File: config.mk
export PLATFORM = sky130hd
export DESIGN_NAME = keypad_conditioner
export DESIGN_NICKNAME = d
export VERILOG_FILES = /design/src/rtl/lock_pkg.sv /design/src/rtl/debounce_bit.sv /design/src/rtl/keypad_conditioner.sv
export SDC_FILE = /design/constraint.sdc
export NUM_CORES = 1
export LEC_CHECK = 0
export CAP_MARGIN = 20
export CORE_MARGIN = 2
export CORE_UTILIZATION = 44
export CTS_CLUSTER_DIAMETER = 60
export DETAILED_ROUTE_END_ITERATION = 7
export GPL_ROUTABILITY_DRIVEN = 0
export PLACE_DENSITY = 0.67
export SLEW_MARGIN = 15
export SYNTH_ARGS = -nofsm -noshare
export SYNTH_HDL_FRONTEND = slang
export SYNTH_SLANG_ARGS = --single-unit
File: constraint.sdc
create_clock -name clk -period 1.2 [get_ports clk]
set_clock_uncertainty 0.05 [all_clocks]
set_input_delay 0.18 -clock clk [delete_from_list [all_inputs] [get_ports clk]]
set_output_delay 0.18 -clock clk [all_outputs]
set_load 0.005 [all_outputs]
File: src/rtl/lock_pkg.sv
// Shared definitions for the combination-lock front end and the lock FSM:
// symbol encodings on s[1:0] and the default debounce length.
package lock_pkg;

    localparam logic [1:0] SYM_IDLE = 2'b00;
    localparam logic [1:0] SYM_KEY0 = 2'b01;
    localparam logic [1:0] SYM_KEY1 = 2'b11;

    localparam int DEBOUNCE_DEFAULT = 4;

    // Key index to entry symbol: bit 1 carries the key value, bit 0 the strobe.
    function automatic logic [1:0] sym_for_key(input logic key);
        return {key, 1'b1};
    endfunction

endpackage

File: src/rtl/debounce_bit.sv
// One button channel: two-flop synchroniser followed by a saturating
// debounce counter that qualifies level changes into a clean level.
module debounce_bit
    import lock_pkg::*;
#(
    parameter int DEBOUNCE_CYCLES = DEBOUNCE_DEFAULT
) (
    input  logic clk,
    input  logic rst,
    input  logic raw,
    output logic level
);

    localparam int CNT_W = $clog2(DEBOUNCE_CYCLES + 1);
    localparam logic [CNT_W-1:0] CNT_LAST = CNT_W'(DEBOUNCE_CYCLES - 1);
    localparam logic [CNT_W-1:0] CNT_ONE  = CNT_W'(1);

    logic             sync1;
    logic             sync2;
    logic [CNT_W-1:0] cnt;

    always_ff @(posedge clk) begin
        if (rst) begin
            sync1 <= 1'b0;
            sync2 <= 1'b0;
            cnt   <= '0;
            level <= 1'b0;
        end else begin
            sync1 <= raw;
            sync2 <= sync1;
            // The counter only runs while the synchronised input disagrees with
            // the accepted level; the toggle edge also clears it, so it never wraps.
            if (sync2 == level) begin
                cnt <= '0;
            end else if (cnt == CNT_LAST) begin
                level <= ~level;
                cnt   <= '0;
            end else begin
                cnt <= cnt + CNT_ONE;
            end
        end
    end

endmodule

File: src/rtl/keypad_conditioner.sv
// Two-button keypad front end: debounces both keys and turns each clean
// press into a one-cycle entry symbol, rejecting presses that involve both keys.
module keypad_conditioner
    import lock_pkg::*;
#(
    parameter int DEBOUNCE_CYCLES = DEBOUNCE_DEFAULT
) (
    input  logic       clk,
    input  logic       rst,
    input  logic [1:0] btn,
    output logic [1:0] s,
    output logic [1:0] btn_state,
    output logic       conflict
);

    logic [1:0] state_p1;
    logic [1:0] rise;
    logic [1:0] s_next;
    logic       conflict_next;

    for (genvar i = 0; i < 2; i++) begin : g_key
        debounce_bit #(
            .DEBOUNCE_CYCLES(DEBOUNCE_CYCLES)
        ) u_debounce (
            .clk  (clk),
            .rst  (rst),
            .raw  (btn[i]),
            .level(btn_state[i])
        );
    end

    // Press detection against the previous debounced level; releases are ignored.
    assign rise = btn_state & ~state_p1;

    always_comb begin
        s_next        = SYM_IDLE;
        conflict_next = 1'b0;
        if (rise == 2'b01 && !btn_state[1]) begin
            s_next = sym_for_key(1'b0);
        end else if (rise == 2'b10 && !btn_state[0]) begin
            s_next = sym_for_key(1'b1);
        end else if (rise != 2'b00) begin
            conflict_next = 1'b1;
        end
    end

    // ---- output stage: registered symbol and conflict pulse ----
    always_ff @(posedge clk) begin
        if (rst) begin
            state_p1 <= 2'b00;
            s        <= SYM_IDLE;
            conflict <= 1'b0;
        end else begin
            state_p1 <= btn_state;
            s        <= s_next;
            conflict <= conflict_next;
        end
    end

endmodule

==> impl_metrics.json <==
{
  "outcome": "finished, final reports clean",
  "vdd_drop_max_uv": 824,
  "hold_slack_ns": 0.387,
  "setup_slack_ns": 0.0715,
  "crit_path_max_incr_delay_ns": 0.34,
  "clkSinkCount": 17,
  "netlist.area_leader.share_pct": 56.2,
  "simple_logic_cell_fraction_of_the_synthesized_area_pct": 23.8,
  "synthAdderAreaFrac_pct": 8.26,
  "synth.yosys.seq_area_share_pct": 56.2,
  "drc": 0,
  "drt_first_iter_violations": 3,
  "crit_slowest_cell": "sky130_fd_sc_hd__dfxtp_1",
  "antenna_cells_inserted": 0,
  "grtUsageTotal_pct": 13.8,
  "worstSetupEndpointType": "flip-flop",
  "synthXorXnorAreaFrac_pct": 2.89,
  "grt_max_degree": 10,
  "synthesis.yosys.warnings": 0,
  "post_synth_instance_area_um2": 606,
  "period_minus_slack_ns": 1.13,
  "netlist_instances": 49,
  "fillerInstances": 125,
  "nets": 71,
  "grt_antenna_before_repair": 0,
  "final-setup-viol-count": 0,
  "post_drt_wl_per_cell_um": 10.6,
  "timing.final.crit_share_pct": 94.0,
  "crit_fanout": 4,
  "post_route_total_power_w": 0.000907,
  "worst_skew_pair.late_latency_ns": 0.28,
  "ys_ff_latch": 17,
  "detailedRoute.firstPassIterationCount": 2,
  "yosys.cell_types.count": 16,
  "place_inst": 73,
  "clock_buffer_depth": 2,
  "cts-htree-levels": 1,
  "drive_gt1_share_pct": 35.5,
  "clk_pin_slew_ns": 0.09,
  "drtAntennaViolNets": 0,
  "synth_most_common_cell": "sky130_fd_sc_hd__dfxtp_1",
  "initial_utilization_pct": 46.5,
  "final-seq-area_um2": 345,
  "die_height_um": 41.1,
  "max_cap_violations": 0,
  "critPathArrivalTime_ns": 1.26,
  "port_buffers": 8,
  "tritoncts": "built",
  "place_worst_setup_slack_ns": -0.0912,
  "tritoncts.num_buffers": 3,
  "dr_total_vias": 368,
  "holdBufCountCts": 0,
  "hold_path_class": "reg -> reg",
  "worst-setup-path-type": "reg -> reg",
  "tightestPinTransition_ns": 0.460,
  "dieWidth_um": 41.1,
  "yosysTopAreaCell": "sky130_fd_sc_hd__dfxtp_1",
  "core.rowCount": 13,
  "route.detailed.vias_per_inst": 4.78,
  "synth_compound_gate_area_share_pct": 0,
  "worstPathRequired_ns": 1.33,
  "worstPathCellList": "ha_1, ha_2, mux2i_1, nor2_1",
  "p_leak_nw": 0.302,
  "grt_pass1_vias": 357,
  "main_combinational_cell_family_by_area_after_synthesis": "simple AND/OR/NAND/NOR gates",
  "boundaryPins": 9,
  "setup.reg_to_reg.worst_slack_ns": 0.07,
  "multi_input_comb_area_um2": 280,
  "hold_violations": 0,
  "synth_area_leaders": "sky130_fd_sc_hd__dfxtp_1, sky130_fd_sc_hd__ha_1, sky130_fd_sc_hd__nor4b_2, sky130_fd_sc_hd__nor2b_1, sky130_fd_sc_hd__nor4_1",
  "routed_wl_um": 817,
  "floorplan.die_area_mm2": 0.00169,
  "slew_headroom_pct": 69.1,
  "layout_utilization_pct": 60.1,
  "clock_tree.root_cell": "sky130_fd_sc_hd__clkbuf_4",
  "synthesis.area_per_instance_um2": 12.4,
  "syn_to_final_growth_pct": 29.1,
  "ys_async_sr_fraction_pct": 0,
  "syn-num-nets": 57,
  "overflow": 0,
  "synth_ff_type": "sky130_fd_sc_hd__dfxtp_1",
  "synth.cells.most_frequent": "sky130_fd_sc_hd__dfxtp_1, sky130_fd_sc_hd__nor2b_1, sky130_fd_sc_hd__ha_1, sky130_fd_sc_hd__nor4_1, sky130_fd_sc_hd__nor4b_2",
  "finalNonFillerCells": 77,
  "global_route_wire_length_before_repair_um": 1420,
  "core-area_mm2": 0.00130,
  "power.density_mw_per_mm2": 1160,
  "yosys-mux-area-fraction_pct": 3.31,
  "max_freq_ghz": 0.886,
  "final-max-slew-violation-count": 0,
  "crit_path_start_kind": "flip-flop",
  "synth_enable_flop_cells": 0
}
## area by class of cell
cell class / count / share of cell area (%)
timing repair buffer: 12 / 13.3
sequential: 17 / 44.2
inverter: 2 / 0.960
tap: 15 / 2.40
multi-input combinational: 27 / 35.8
clock buffer: 4 / 3.36
## sequential cells by signal (all words and copies together), names as in the netlist
name and cells:
g_key.u_debounce.cnt 6, g_key.u_debounce.level 2, g_key.u_debounce.sync1 2, g_key.u_debounce.sync2 2, s 2, state_p1 2
conflict 1
## logic make-up (layout without fill, tap and decap cells)
kind of cell               after synthesis  count (layout)
and+or+nand+nor                         19              19
xor gates and xnor gates                 2               2
adders and majority gates                4               4
muxes                                    2               2
buffers and inverters                    5              18
DFF                                     17              17
## cells in the final DEF, fill, tap and decap left out, drive strengths merged
master	instances
and3	1
buf	4
clkbuf	4
clkdlybuf4s50	3
dfxtp	17
dlygate4sd2	5
ha	4
inv	2
mux2i	2
nand2	1
nor2	2
nor2b	6
nor4	4
nor4b	4
or2	1
xnor2	2
## timing repair
| action | in CTS | in global routing |
|---|---|---|
| setup endpoints to repair | 5 | 6 |
| pin swaps | 0 | 2 |
| resized for setup | 8 | 8 |
| buffers inserted | 1 | 0 |
## critical path, delay by kind of cell, from the launching register on
kind          cells  cell delay (ns)
simple gates      1             0.05
mux               1             0.21
flops             1             0.34
fa+ha+maj         2             0.38
## power breakdown
part           switching (W)  internal [W]   total, W  leakage (nW)
Combinational      0.0000169     0.0000201  0.0000370         0.147
Clock               0.000166      0.000129   0.000295        0.0150
Sequential        0.00000364      0.000572   0.000576         0.140
Total               0.000186      0.000721   0.000907         0.302
## worst paths after layout
| path | from | end | cells past startpoint |
|---|---|---|---|
| worst min-delay path | g_key[1].u_debounce.cnt[0] | g_key[1].u_debounce.cnt[0] | 1 |
| worst max register to register | g_key[1].u_debounce.cnt[0] | g_key[1].u_debounce.level | 4 |
| worst min register to register | g_key[1].u_debounce.cnt[0] | g_key[1].u_debounce.cnt[0] | 1 |
| worst max-delay path | g_key[1].u_debounce.cnt[0] | g_key[1].u_debounce.level | 4 |
## routing by layer
layer	global-route usage [%]	vias to the layer above	part of all wire [%]
met4	12.1	0	1.3
li1	-	192	-
met5	0	-	0
met1	15.9	169	50
met2	19.9	5	45
met3	4.89	2	3.3
## metrics by stage
step | setup TNS (ns) | area (um^2)
floorplan | 0 | 606
global placement | -0.292 | 708
detailed placement | -0.486 | 708
CTS | 0 | 739
global route | -0.00173 | 782
finish | 0 | 782
Note: power is estimated with default switching activity, not from simulation.
